## src/rtl/csr_unit.sv

```systemverilog
// csr_unit: multi-cycle Zicsr execution unit in front of the machine-mode CSR file.
// It reads the target CSR and applies the read-modify-write rule. For write
// forms it writes the result back. It returns the old CSR value for rd, or
// flags the access as illegal.
module csr_unit (
  input  logic        CLK,
  input  logic        RST,
  input  logic        START,
  input  logic        KILL,
  input  logic [2:0]  FUNCT3,
  input  logic [11:0] CSR_ADDR,
  input  logic [31:0] RS1_DATA,
  input  logic [4:0]  RS1_FIELD,
  input  logic [4:0]  RD_ADDR,
  input  logic [31:0] CSR_RDATA_REG,
  output logic [11:0] CSR_RADDR,
  output logic [11:0] CSR_WADDR,
  output logic [31:0] CSR_WDATA,
  output logic        BUSY,
  output logic        DONE,
  output logic        ILLEGAL,
  output logic        RD_WE,
  output logic [4:0]  RD_ADDR_OUT,
  output logic [31:0] RD_WDATA
);

  typedef enum logic [2:0] {
    S_IDLE   = 3'd0,
    S_READ   = 3'd1,
    S_MODIFY = 3'd2,
    S_WRITE  = 3'd3,
    S_DONE   = 3'd4
  } state_t;

  // Machine-mode CSRs implemented by the downstream CSR file.
  function automatic logic addr_legal(input logic [11:0] a);
    case (a)
      12'h305, 12'h340, 12'h341, 12'h342, 12'h343,
      12'hB00, 12'hB80, 12'hB02, 12'hB82: addr_legal = 1'b1;
      default:                            addr_legal = 1'b0;
    endcase
  endfunction

  // Counters are read-only in the CSR file, so any write to them is illegal.
  function automatic logic addr_counter(input logic [11:0] a);
    case (a)
      12'hB00, 12'hB80, 12'hB02, 12'hB82: addr_counter = 1'b1;
      default:                            addr_counter = 1'b0;
    endcase
  endfunction

  state_t      state_q, state_d;
  logic [1:0]  op_q, op_d;
  logic [11:0] addr_q, addr_d;
  logic [31:0] src_q, src_d;
  logic        do_write_q, do_write_d;
  logic [4:0]  rd_addr_q, rd_addr_d;
  logic [31:0] old_q, old_d;
  logic [11:0] raddr_q, raddr_d;
  logic [11:0] waddr_q, waddr_d;
  logic [31:0] wdata_q, wdata_d;
  logic        done_q, done_d;
  logic        illegal_q, illegal_d;
  logic        rd_we_q, rd_we_d;
  logic [4:0]  rd_addr_out_q, rd_addr_out_d;
  logic [31:0] rd_wdata_q, rd_wdata_d;

  logic [31:0] src_s;
  logic        do_write_s;
  logic        illegal_s;
  logic [31:0] new_s;
  logic        wr_block_s;

  // Decode the incoming request: operand select, write intent and legality.
  always_comb begin
    src_s      = FUNCT3[2] ? {27'd0, RS1_FIELD} : RS1_DATA;
    do_write_s = (FUNCT3[1:0] == 2'b01) ? 1'b1 : (RS1_FIELD != 5'd0);
    illegal_s  = (FUNCT3[1:0] == 2'b00) || !addr_legal(CSR_ADDR) ||
                 (do_write_s && addr_counter(CSR_ADDR));
  end

  // Read-modify-write result from the CSR file's registered read data.
  always_comb begin
    case (op_q)
      2'b01:   new_s = src_q;
      2'b10:   new_s = CSR_RDATA_REG | src_q;
      2'b11:   new_s = CSR_RDATA_REG & ~src_q;
      default: new_s = src_q;
    endcase
  end

  // Next-state and next-output logic for the whole operation sequence.
  always_comb begin
    state_d       = state_q;
    op_d          = op_q;
    addr_d        = addr_q;
    src_d         = src_q;
    do_write_d    = do_write_q;
    rd_addr_d     = rd_addr_q;
    old_d         = old_q;
    raddr_d       = raddr_q;
    waddr_d       = 12'h000;
    wdata_d       = 32'h0000_0000;
    done_d        = 1'b0;
    illegal_d     = illegal_q;
    rd_we_d       = 1'b0;
    rd_addr_out_d = rd_addr_out_q;
    rd_wdata_d    = rd_wdata_q;
    case (state_q)
      S_IDLE: begin
        raddr_d = 12'h000;
        if (START && !KILL) begin
          op_d       = FUNCT3[1:0];
          addr_d     = CSR_ADDR;
          src_d      = src_s;
          do_write_d = do_write_s;
          rd_addr_d  = RD_ADDR;
          if (illegal_s) begin
            state_d       = S_DONE;
            done_d        = 1'b1;
            illegal_d     = 1'b1;
            rd_wdata_d    = 32'h0000_0000;
            rd_addr_out_d = RD_ADDR;
          end else begin
            state_d = S_READ;
            raddr_d = CSR_ADDR;
          end
        end else begin
          state_d = S_IDLE;
        end
      end
      S_READ: begin
        if (KILL) begin
          state_d = S_IDLE;
          raddr_d = 12'h000;
        end else begin
          state_d = S_MODIFY;
        end
      end
      S_MODIFY: begin
        if (KILL) begin
          state_d = S_IDLE;
          raddr_d = 12'h000;
        end else begin
          state_d = S_WRITE;
          old_d   = CSR_RDATA_REG;
          if (do_write_q) begin
            waddr_d = addr_q;
            wdata_d = new_s;
          end else begin
            waddr_d = 12'h000;
            wdata_d = 32'h0000_0000;
          end
        end
      end
      S_WRITE: begin
        raddr_d = 12'h000;
        if (KILL) begin
          state_d = S_IDLE;
        end else begin
          state_d       = S_DONE;
          done_d        = 1'b1;
          illegal_d     = 1'b0;
          rd_wdata_d    = old_q;
          rd_addr_out_d = rd_addr_q;
          rd_we_d       = (rd_addr_q != 5'd0);
        end
      end
      S_DONE: begin
        state_d = S_IDLE;
      end
      default: begin
        state_d = S_IDLE;
        raddr_d = 12'h000;
      end
    endcase
  end

  // State and output registers with synchronous reset.
  always_ff @(posedge CLK) begin
    if (RST) begin
      state_q       <= S_IDLE;
      op_q          <= 2'b00;
      addr_q        <= 12'h000;
      src_q         <= 32'h0000_0000;
      do_write_q    <= 1'b0;
      rd_addr_q     <= 5'd0;
      old_q         <= 32'h0000_0000;
      raddr_q       <= 12'h000;
      waddr_q       <= 12'h000;
      wdata_q       <= 32'h0000_0000;
      done_q        <= 1'b0;
      illegal_q     <= 1'b0;
      rd_we_q       <= 1'b0;
      rd_addr_out_q <= 5'd0;
      rd_wdata_q    <= 32'h0000_0000;
    end else begin
      state_q       <= state_d;
      op_q          <= op_d;
      addr_q        <= addr_d;
      src_q         <= src_d;
      do_write_q    <= do_write_d;
      rd_addr_q     <= rd_addr_d;
      old_q         <= old_d;
      raddr_q       <= raddr_d;
      waddr_q       <= waddr_d;
      wdata_q       <= wdata_d;
      done_q        <= done_d;
      illegal_q     <= illegal_d;
      rd_we_q       <= rd_we_d;
      rd_addr_out_q <= rd_addr_out_d;
      rd_wdata_q    <= rd_wdata_d;
    end
  end

  // A flush or reset during the write cycle must cancel that write immediately.
  assign wr_block_s  = KILL | RST;
  assign CSR_WADDR   = wr_block_s ? 12'h000 : waddr_q;
  assign CSR_WDATA   = wr_block_s ? 32'h0000_0000 : wdata_q;
  assign CSR_RADDR   = raddr_q;
  assign BUSY        = (state_q != S_IDLE);
  assign DONE        = done_q;
  assign ILLEGAL     = illegal_q;
  assign RD_WE       = rd_we_q;
  assign RD_ADDR_OUT = rd_addr_out_q;
  assign RD_WDATA    = rd_wdata_q;

endmodule

```

## config.mk

```make
export PLATFORM = sky130hd
export DESIGN_NAME = csr_unit
export DESIGN_NICKNAME = d
export VERILOG_FILES = /design/src/rtl/csr_unit.sv
export SDC_FILE = /design/constraint.sdc
export NUM_CORES = 1
export LEC_CHECK = 0
export CORE_UTILIZATION = 48
export CTS_CLUSTER_DIAMETER = 120
export CTS_CLUSTER_SIZE = 24
export DETAILED_ROUTE_END_ITERATION = 8
export MAX_ROUTING_LAYER = met4
export PLACE_DENSITY = 0.89
export REMOVE_ABC_BUFFERS = 1
export SETUP_SLACK_MARGIN = 0.3
export SLEW_MARGIN = 20
export SYNTH_ARGS = -nofsm -noshare
export SYNTH_HDL_FRONTEND = slang
export SYNTH_SLANG_ARGS = --single-unit
```

## constraint.sdc

```tcl
create_clock -name CLK -period 2.1 [get_ports CLK]
set_input_delay 0.315 -clock CLK [delete_from_list [all_inputs] [get_ports CLK]]
set_output_delay 0.315 -clock CLK [all_outputs]
set_load 0.02 [all_outputs]
```

==> After elaboration in Yosys (flattened, before gate mapping) <==
Cells that the tools add are included.
W data, S select, Z words.
{ "word_totals": {"ff_bits": 183, "in_bits": 93, "output_inout_bits": 97, "wordCells": 98} }
{ "op_classes": {"eq_ne": 20, "n_mux": 33, "n_bitwise": 9, "reduce_logical": 21} }
{ "ops": {"columns": ["cell", "count"], "rows": [
  ["$mux W32", 5],
  ["$pmux W32 S2", 2],
  ["$eq A12 B10 Y1 const B", 5],
  ["$eq A12 B12 Y1 const B", 4],
  ["$mux W12", 4],
  ["$pmux W12 S3", 1],
  ["$and A32 B32 Y32", 1],
  ["$not A32 Y32", 1],
  ["$or A32 B32 Y32", 1],
  ["$mux W5", 3],
  ["$pmux W3 S4", 1],
  ["$pmux W5 S2", 1],
  ["$reduce_bool A5 Y1", 2],
  ["$mux W1", 9],
  ["$mux W3", 3],
  ["$reduce_or A9 Y1", 1],
  ["$reduce_or A4 Y1", 2],
  ["$eq A3 B2 Y1 const B", 2],
  ["$ne A2 B2 Y1 const B", 3],
  ["$reduce_and A2 Y1", 3],
  ["$not A1 Y1", 5],
  ["$eq A2 B2 Y1 const B", 2],
  ["$mux W2", 2],
  ["$pmux W1 S2", 2],
  ["15 further kinds", 18]
]} }

==> Longest topological paths before layout <==
Gate-level depths: netlist of the first run.
{ "depth": {"depth_word": 9, "depth_mapped": 8, "depth_no_buf": 6} }

==> Least setup slack after synthesis of the first run <==
No wires, ideal clock.
{ "synth_path": {"kind": "input port to flip-flop", "from": "input RS1_FIELD[1]", "to": "register rd_wdata_q[1], in the netlist RD_WDATA[1]", "setup_ns": 0.059, "arrival_ns": 1.773, "required_time_ns": 2.041, "path_slack_ns": 0.268, "cell_stages": 6, "path_buffers": 1, "cell_sequence": "or4_4 -> o31ai_4 -> o2111ai_2 -> a21oi_4 -> buf_6 -> a22o_1"} }
{ "synth_via": {"elab_chain_len": 6} }
{ "synth_lines": {"columns": ["item", "line_no", "rtl"], "rows": [
  ["from (decl)", "13", "input logic [4:0] RS1_FIELD,"],
  ["$reduce_bool A5 Y1", "77", "do_write_s = (FUNCT3[1:0] == 2'b01) ? 1'b1 : (RS1_FIELD != 5'd0);"],
  ["$mux W1", "77", null],
  ["$logic_and A1 B1 Y1", "79", "(do_write_s && addr_counter(CSR_ADDR));"],
  ["$logic_or A1 B1 Y1", "78", "illegal_s = (FUNCT3[1:0] == 2'b00) || !addr_legal(CSR_ADDR) ||"],
  ["$ne A2 B2 Y1 (no line)", null, null],
  ["$reduce_and A4 Y1 (no line)", null, null],
  ["to (signal assigned)", "212", "rd_wdata_q <= rd_wdata_d;"],
  ["to (decl)", "66", "logic [31:0] rd_wdata_q, rd_wdata_d;"]
]} }
No other way between the ends.
A chain may end at the register's enable or synchronous reset.

==> Final worst setup path of the first run <==
{ "layout_path": {"from": "register rd_addr_out_q[3], in the netlist RD_ADDR_OUT[3]", "to": "output RD_ADDR_OUT[3]"} }
{ "layout_rtl": {"columns": ["item", "line_no", "rtl"], "rows": [
  ["from (decl)", "65", "logic [4:0] rd_addr_out_q, rd_addr_out_d;"],
  ["from (signal assigned)", "211", "rd_addr_out_q <= rd_addr_out_d;"],
  ["to (decl)", "23", "output logic [4:0] RD_ADDR_OUT,"]
]} }
No word-level cell between the ends.

==> results.txt, run 1 <==
* Critical path required time: approximately 1.8 ns
- Layout cells sized above 1: 15.24%
* Number of global-route vias before repair: slightly below 6000
- Slew @ Worst Pin: ~0.72 ns
- For this block, the routed nets add up to 20.80 mm of wire.
- The critical path goes through clkdlybuf4s50_1.
- STA classifies the critical path endpoint as a primary output.
* Estimated wirelength of the detail-placed design: between 10 and 15 mm
* Worst Setup Start Kind: flop
- Clock tree skew after final layout: between 0.006 and 0.007 ns
* Flop and latch count out of synthesis: about 180
- Overall die area: around 15000 sq um
- Setup repair after global routing missed its margin: yes
- The floorplan step set the die height to around 120 microns.
* Post-DR wirelength/cell: around 18 microns
* TritonCTS buffer count: 17
* Share of flip-flops with an asynchronous set or reset: 0%
- The routed design could run at a clock period as short as ~1.8 ns.
- Number of buffers inserted by hold repair at cts: 0
- Post-route DRC violation count: 0
* Number of diodes added for antenna fixing: 0
- Counting every instance in the synthesized netlist gives 788.
- Final design instance area without fill: 10050 sq um
- The H-tree generated during clock tree synthesis spans 4 levels.
- In this run the cell area of the synthesized design comes to 6834 sq um.
- Summed over all layers, the global routing overflow is 0.
- Via count: ~6400
- Setup violations remaining at the end of the flow were counted as 0.
- The tightest hold path in the finished design has a slack of between 0.1 and 0.15 ns.
- The floorplan has between 40 and 50 rows.
- Sequential elements use a little over half of the synthesized area.
- Clock latency reported for the late side of the worst-skew pair: between 0.4 and 0.5 ns
- On the worst path, the slowest cell contributes a delay of ~0.63 ns.
- Cell with the largest stage delay on the worst path: sky130_fd_sc_hd__clkdlybuf4s50_1
- The number of endpoints with negative hold slack in the final report came to 0.
- Clock tree synthesis found a total of roughly 180 sinks.
- After detailed placement, the total cell area comes to just over 9000 sq um.
* Post-synth cell types: 37
- Achievable frequency: 567.5 MHz
- The first routing iteration left 499 violations.
- Final-report max-slew violation count: 0
- For this design the top-level I/O count stands at 190.
* Clock transition at path regs: 0.06 ns
- Largest delay share family, worst path: buffers and inverters
- Data on the critical path arrives at its endpoint at about 1.5 ns.
- # port buffers: 189
- For this design the ratio of total power to cell area is 746.6 nW/um^2.
* Overall Global Routing Usage: roughly 29%
- Dividing the detail-routed via count by the number of cells gives ~5.4.
- Summed over all cells, the static leakage comes to around 0.0038 uW.
* Crit share post-route: around 84%
- Global-route wire length before repair: about 32 mm
- Number of antenna violations at the first check in global routing: 0
* Worst setup path category: reg -> out
* CTS tree: done
* Maximum clock path buffer count: 2
- Initial Util: between 40% and 50%
- Among all flip-flop cells after synthesis, the most frequent one is sky130_fd_sc_hd__dfxtp_1.
* Number of nets in the finished design: 1084
- Entering global routing, the biggest net connects 60 pins.
- Root Buffer Master: sky130_fd_sc_hd__clkbuf_16
* Fillers: 1005
* Max-slew headroom at the worst pin: between 50% and 60%
* Hold Path Class: in -> reg
- The count of nets left with antenna violations once routing finished came out at 0.
- The Yosys step of the flow raised 0 warnings.
* Die width: 121.3 microns
* Area growth from synthesis to final layout: 47.05%
* Critical path peak fanout: 2
- Drt pass-1 iters: 6
* Core region area: 13880 sq um
- Outcome: completed
- Final GP Congestion: between 0.8 and 0.9
- The synthesized design contains 0 enable-type register cells.
- IR analysis of the VDD net gives a maximum drop of around 0.55 mV.
* Register-to-Register Setup Slack: roughly 0.38 ns
- The number of buffers and inverters on the critical path is 1.
- Number of max-cap violations: 0
* Average cell area after synthesis: 8.673 sq um
==> what timing repair did <==
action,4_1_cts,5_1_grt
pin swaps,13,10
buffers inserted,10,2
resized for setup,174,24
endpoints found under the hold margin,0,0
cloned,4,0
setup endpoints to repair,119,56
==> registers in the layout (all words and copies together), names as in the netlist <==
| name | cells |
|---|---|
| src_q | 32 |
| ILLEGAL | 1 |
| DONE | 1 |
| old_q | 32 |
| do_write_q | 1 |
| CSR_RADDR | 12 |
| state_q | 3 |
| op_q | 2 |
| RD_ADDR_OUT | 5 |
| wdata_q | 32 |
| waddr_q | 12 |
| RD_WDATA | 32 |
| addr_q | 12 |
| rd_addr_q | 5 |
| RD_WE | 1 |
==> per-layer routing <==
| metal | vias up | track usage, % | wire length (microns) |
|---|---|---|---|
| met2 | 273 | 47.73 | 10320 |
| met5 | - | - | 0 |
| li1 | 3046 | - | - |
| met4 | 0 | 12.58 | 666 |
| met3 | 59 | 5.921 | 1354 |
| met1 | 3009 | 35.06 | 8461 |
==> synthesized netlist by cell type (2+ instances only) <==
master | n | area (sq um)
sky130_fd_sc_hd__and2_1 | 60 | 375.4
sky130_fd_sc_hd__buf_2 | 7 | 35.03
sky130_fd_sc_hd__dfxtp_1 | 183 | 3664
sky130_fd_sc_hd__a21o_1 | 2 | 15.01
sky130_fd_sc_hd__clkbuf_1 | 49 | 183.9
sky130_fd_sc_hd__nand2_1 | 165 | 619.3
sky130_fd_sc_hd__a211oi_1 | 9 | 67.56
sky130_fd_sc_hd__buf_6 | 3 | 33.78
sky130_fd_sc_hd__a22o_1 | 38 | 332.8
sky130_fd_sc_hd__nor3b_1 | 5 | 37.54
sky130_fd_sc_hd__nand2b_1 | 2 | 12.51
sky130_fd_sc_hd__mux2i_1 | 10 | 100.1
sky130_fd_sc_hd__nand3_1 | 6 | 30.03
sky130_fd_sc_hd__nor3_1 | 7 | 35.03
sky130_fd_sc_hd__nor2_1 | 76 | 285.3
sky130_fd_sc_hd__nand3b_1 | 29 | 217.7
sky130_fd_sc_hd__a21oi_1 | 117 | 585.6
==> placed cells by master, fill, tap and decap left out, types with 3 or more instances in the layout <==
master,instances
sky130_fd_sc_hd__and2_1,60
sky130_fd_sc_hd__nor3b_1,4
sky130_fd_sc_hd__clkdlybuf4s15_1,10
sky130_fd_sc_hd__a21oi_1,115
sky130_fd_sc_hd__dlymetal6s2s_1,3
sky130_fd_sc_hd__buf_16,4
sky130_fd_sc_hd__clkbuf_2,4
sky130_fd_sc_hd__nor2_2,3
sky130_fd_sc_hd__clkdlybuf4s15_2,34
sky130_fd_sc_hd__clkbuf_1,4
sky130_fd_sc_hd__nand3b_1,29
sky130_fd_sc_hd__clkbuf_8,4
sky130_fd_sc_hd__buf_4,38
sky130_fd_sc_hd__dfxtp_1,181
sky130_fd_sc_hd__buf_2,4
sky130_fd_sc_hd__mux2i_1,10
sky130_fd_sc_hd__a211oi_1,7
sky130_fd_sc_hd__buf_6,7
sky130_fd_sc_hd__nor2_1,73
sky130_fd_sc_hd__clkbuf_16,17
sky130_fd_sc_hd__dlygate4sd2_1,3
sky130_fd_sc_hd__a22o_1,38
sky130_fd_sc_hd__nand3_1,5
sky130_fd_sc_hd__bufinv_16,3
sky130_fd_sc_hd__buf_12,8
sky130_fd_sc_hd__clkdlybuf4s50_1,127
sky130_fd_sc_hd__nor3_1,5
sky130_fd_sc_hd__nand2_1,165
==> path summary, 6_finish.rpt <==
kind | from | endpoint | cells after the start
worst min-delay path | CSR_ADDR[10] | addr_q[10] | 3
worst max-delay path | RD_ADDR_OUT[3] | RD_ADDR_OUT[3] | 1
worst max register to register | state_q[0] | RD_WDATA[7] | 9
worst min register to register | addr_q[9] | addr_q[9] | 2
==> worst min-delay path: stages <==
cell                      delay, ns
sky130_fd_sc_hd__buf_6         0.09
sky130_fd_sc_hd__nand2_1       0.05
sky130_fd_sc_hd__a21oi_1       0.05
==> power breakdown <==
group	switching [uW]	internal [uW]
sequential	34.8	3520
combinational	312	336
clock	1300	2000
==> cells by family after synthesis <==
group                     count (synthesis)  synth area share [%]
and+or+nand+nor                         363                 25.39
xor gates and xnor gates                  1                0.1282
muxes                                    10                 1.465
DFF                                     183                 53.61
AOI/OAI and AO/OA                       171                 15.65
buffers and inverters                    60                 3.753
==> cell type report <==
type                            instances  area, sq um  share of cell area, %
Clock inverter                          7        116.4                  1.158
Sequential cell                       183         3669                  36.50
Timing Repair Buffer                  243         2507                  24.95
Clock buffer                           25        495.5                  4.930
Inverter                                1        3.754                0.03735
Tap cell                              180        225.2                  2.241
Multi-Input combinational cell        545         3033                  30.18
==> through the flow <==
stage / power [uW] / utilization [%] / setup slack, ns / cells / TNS (ns)
floorplan: 3810 / - / -1.399 / 729 / -104.41
global placement: 4186 / 65.63 / -0.2841 / 1136 / -15.09
detailed placement: 4201 / 65.63 / -0.3686 / 1136 / -19.29
CTS: 7517 / 72.03 / 0.2835 / 1182 / 0
global route: 7713 / 72.40 / 0.2453 / 1184 / 0
finish: 7503 / 72.40 / 0.3379 / 1184 / 0
No activity file was read; power rests on OpenSTA's default activity.
==> run 2, diff against run 1 <==
Clock period 2.1 ns to 1.65 ns, I/O delays scaled along.
==> run 2 against run 1 <==
Compared with the run above: the run now ends with negative setup slack left; final area grew 10%; clock power rose by 22%; flip-flop and latch count stayed put; critical path type is now reg -> reg; critical endpoint is now old_q[16]; highest routed layer unchanged.
==> results.txt, run 2 (synthesis results as in run 1) <==
* Outcome: complete, but fails checks
* Failing checks: negative setup slack
- Most frequent cells in the layout: 179 x sky130_fd_sc_hd__dfxtp_1, 110 x sky130_fd_sc_hd__nand2_1, 98 x sky130_fd_sc_hd__a21oi_1
- Critical path peak fanout: 6 (+4)
- Root Buffer Master: sky130_fd_sc_hd__clkbuf_16
- Number of nets in the finished design: 1138 (+5.0%)
- The clock latency of the later-clocked register in the worst-skew pair came to 0.44 ns (about the same).
- Pwr Density: 871.2 nW/um^2 (+17%)
- The maximum buffer depth of the clock tree came to 2 (unchanged).
* Commonest non-fill, non-tap cell in the layout: sky130_fd_sc_hd__dfxtp_1
- The worst setup slack after layout is -0.2615 ns (-0.5995 ns).
- Post-Layout Cell Count: 1233 (+4.1%)
- The number of cells on the worst hold path was 3 (unchanged).
- The initial antenna violation count was 1 (+1).
* Reg-to-reg critical path endpoint: old_q[16]
- Setup repair after global routing missed its margin: yes
* Cell area after placement: 9235 sq um (+1.4%)
* Post-route DRC violation count: 0 (unchanged)
- The count of input and output buffers is 189 (unchanged).
- The worst setup path is captured at a flop.
- Startpoint of the lowest-slack hold path: CSR_ADDR[8]
* Fillers: 733 (-27%)
- The total routed wirelength is 29.73 mm (+43%).
* Worst IR Drop VDD: 0.7927 mV (+45%)
* Critical path required time: 1.93 ns (+0.15 ns)
- Clock transition at path regs: 0.07 ns (about the same)
- The via count of the first global-routing pass was 7231 (+23%).
- Static leakage: 0.004471 uW (+17%)
* Critical path data arrival time: 2.19 ns (+0.74 ns)
- Final-report max-slew violation count: 0 (unchanged)
* Worst Setup Start Kind: flop
- Area growth from synthesis to final layout: 62.19%
- Overall die area: 14720 sq um (unchanged)
- The number of placed I/O pins is 190 (unchanged).
* Die Ht: 121.3 microns (unchanged)
- The total via count in the routed design was 7699 (+21%).
- Final number of setup-violating endpoints: 110 (+110)
- Inst Count DP: 1148 (+1.1%)
- For hold timing, the worst endpoint is addr_q[8].
- The worst path uses 115.9% of the clock period.
- Area occupied by multi-input gates: 3435 sq um (+13%)
* Overall Global Routing Usage: 36.65% (+7.4 points)
- The worst setup path is of the reg -> reg kind.
* Antenna viol nets, final: 0 (unchanged)
* Startpoint of the worst-slack reg-to-reg timing path: state_q[1]
- Clock sink count: 183 (unchanged)
- The worst hold path belongs to the class in -> reg.
- The final weighted congestion in routability-driven placement is 0.8487 (+0.19%).
- The count of H-tree levels built during CTS is 4 (unchanged).
* TritonCTS buffer count: 17 (unchanged)
* Maximum number of pins on one net before global-route repair: 59 (-1.7%)
* Crit path time final: between 1.5 and 2 ns
* Drt pass-1 iters: 6 (unchanged)
* Initial Util: 49.23% (unchanged)
* Global-route wire length before repair: 39.24 mm (+24%)
* Max-slew headroom at the worst pin: 51.67% (-0.54 points)
* Flip-flop and latch area: 3676 sq um (+0.20%)
- The HPWL after detailed placement was 13.11 mm (+0.62%).
- Average via count per standard cell: 6.244 (+16%)
- The total grt overflow is 0 (unchanged).
- TritonCTS built the clock tree.
* Core region area: 13880 sq um (unchanged)
- Register-to-Register Setup Slack: -0.26 ns (-0.64 ns)
* Achievable frequency: ~520 MHz
* Slew @ Worst Pin: 0.7250 ns (+0.008165 ns)
- Hold Vio Cnt, Final: 0 (unchanged)
- The violation count after the first detailed-routing iteration was 1135 (+130%).
* Number of max-cap violations: 0 (unchanged)
- The power after layout came to 9657 uW (+29%).
- The mean routed wirelength per cell was 24.11 microns (+37%).
* Row count: 43 (unchanged)
- The worst-case reg-to-reg path depth was 8 (-1).
* Clock tree skew after final layout: 0.01545 ns (+0.008976 ns)
* Die width: 121.3 microns (unchanged)
- Final design instance area without fill: 11080 sq um (+10%)
- Layout cells sized above 1: 34.60% (+19 points)
[run 2: cell count changes in the layout (fill, tap and decap cells not counted), moves of 14 or more]
cell	delta
sky130_fd_sc_hd__clkbuf_2	+15
sky130_fd_sc_hd__buf_6	+29
sky130_fd_sc_hd__nand2_1	-55
sky130_fd_sc_hd__nand2_2	+43
sky130_fd_sc_hd__buf_12	+14
sky130_fd_sc_hd__a21oi_1	-17
sky130_fd_sc_hd__buf_2	+35
sky130_fd_sc_hd__clkdlybuf4s50_1	-52
sky130_fd_sc_hd__a21oi_2	+17
[run 2: critical path, stage by stage, from the launching register on]
cell	delay [ns]
sky130_fd_sc_hd__dfxtp_4	0.40
sky130_fd_sc_hd__buf_4	0.14
sky130_fd_sc_hd__buf_4	0.11
sky130_fd_sc_hd__nand2b_4	0.06
sky130_fd_sc_hd__or3_4	0.47
sky130_fd_sc_hd__buf_12	0.18
sky130_fd_sc_hd__buf_16	0.14
sky130_fd_sc_hd__nand2_2	0.12
sky130_fd_sc_hd__a21oi_1	0.11
[run 2: final cells by class]
| class | count | area share, % |
|---|---|---|
| Clock buffer | 21 | 4.335 |
| Sequential cell | 183 | 33.16 |
| Clock inverter | 5 | 0.6773 |
| Inverter | 1 | 0.03386 |
| Tap cell | 180 | 2.032 |
| Timing Repair Buffer | 297 | 28.75 |
| Antenna cell | 1 | 0.02258 |
| Multi-Input combinational cell | 545 | 30.99 |
[run 2: metal layers]
layer	vias to the layer above	GRT usage, %	wire [microns]
met5	-	-	0
met4	0	24.85	2271
met3	231	7.848	3251
met2	741	58.27	13930
met1	3561	41.32	10280
li1	3166	-	-
[run 2: metrics by stage]
stage	utilization, %	hold WS [ns]	setup TNS [ns]	setup WS (ns)
floorplan	-	0.3166	-182.60	-1.849
global placement	66.53	0.4339	-59.50	-0.6641
detailed placement	66.53	0.4432	-67.93	-0.7307
CTS	78.11	0.05731	-5.053	-0.1684
global route	79.85	0.06095	-14.09	-0.2503
finish	79.85	0.06717	-10.46	-0.2615
[run 2: what timing repair did]
| action | CTS | global route |
|---|---|---|
| buffers inserted | 29 | 9 |
| hold buffers | 0 | 0 |
| setup endpoints to repair | 274 | 237 |
| resized for setup | 499 | 114 |
| gates cloned | 17 | 3 |
| pin swaps | 107 | 40 |
[run 2: worst max path at each step]
stage / from / to / slack, ns / depth (start not counted)
after floorplan: state_q[0] / CSR_RADDR[0] / -1.85 / 6
after global placement: RS1_FIELD[1] / RD_WDATA[7] / -0.66 / 7
final: state_q[1] / old_q[16] / -0.26 / 8
after global routing: state_q[1] / old_q[16] / -0.25 / 8
after CTS: CSR_ADDR[3] / RD_WDATA[17] / -0.17 / 10
after detailed placement: RS1_FIELD[1] / RD_WDATA[18] / -0.73 / 7
[run 2: report_power, final]
part / total (uW) / internal (uW) / switching [uW]
clock: 4030 / 2330 / 1700
combinational: 1090 / 561 / 528
sequential: 4540 / 4480 / 59.1
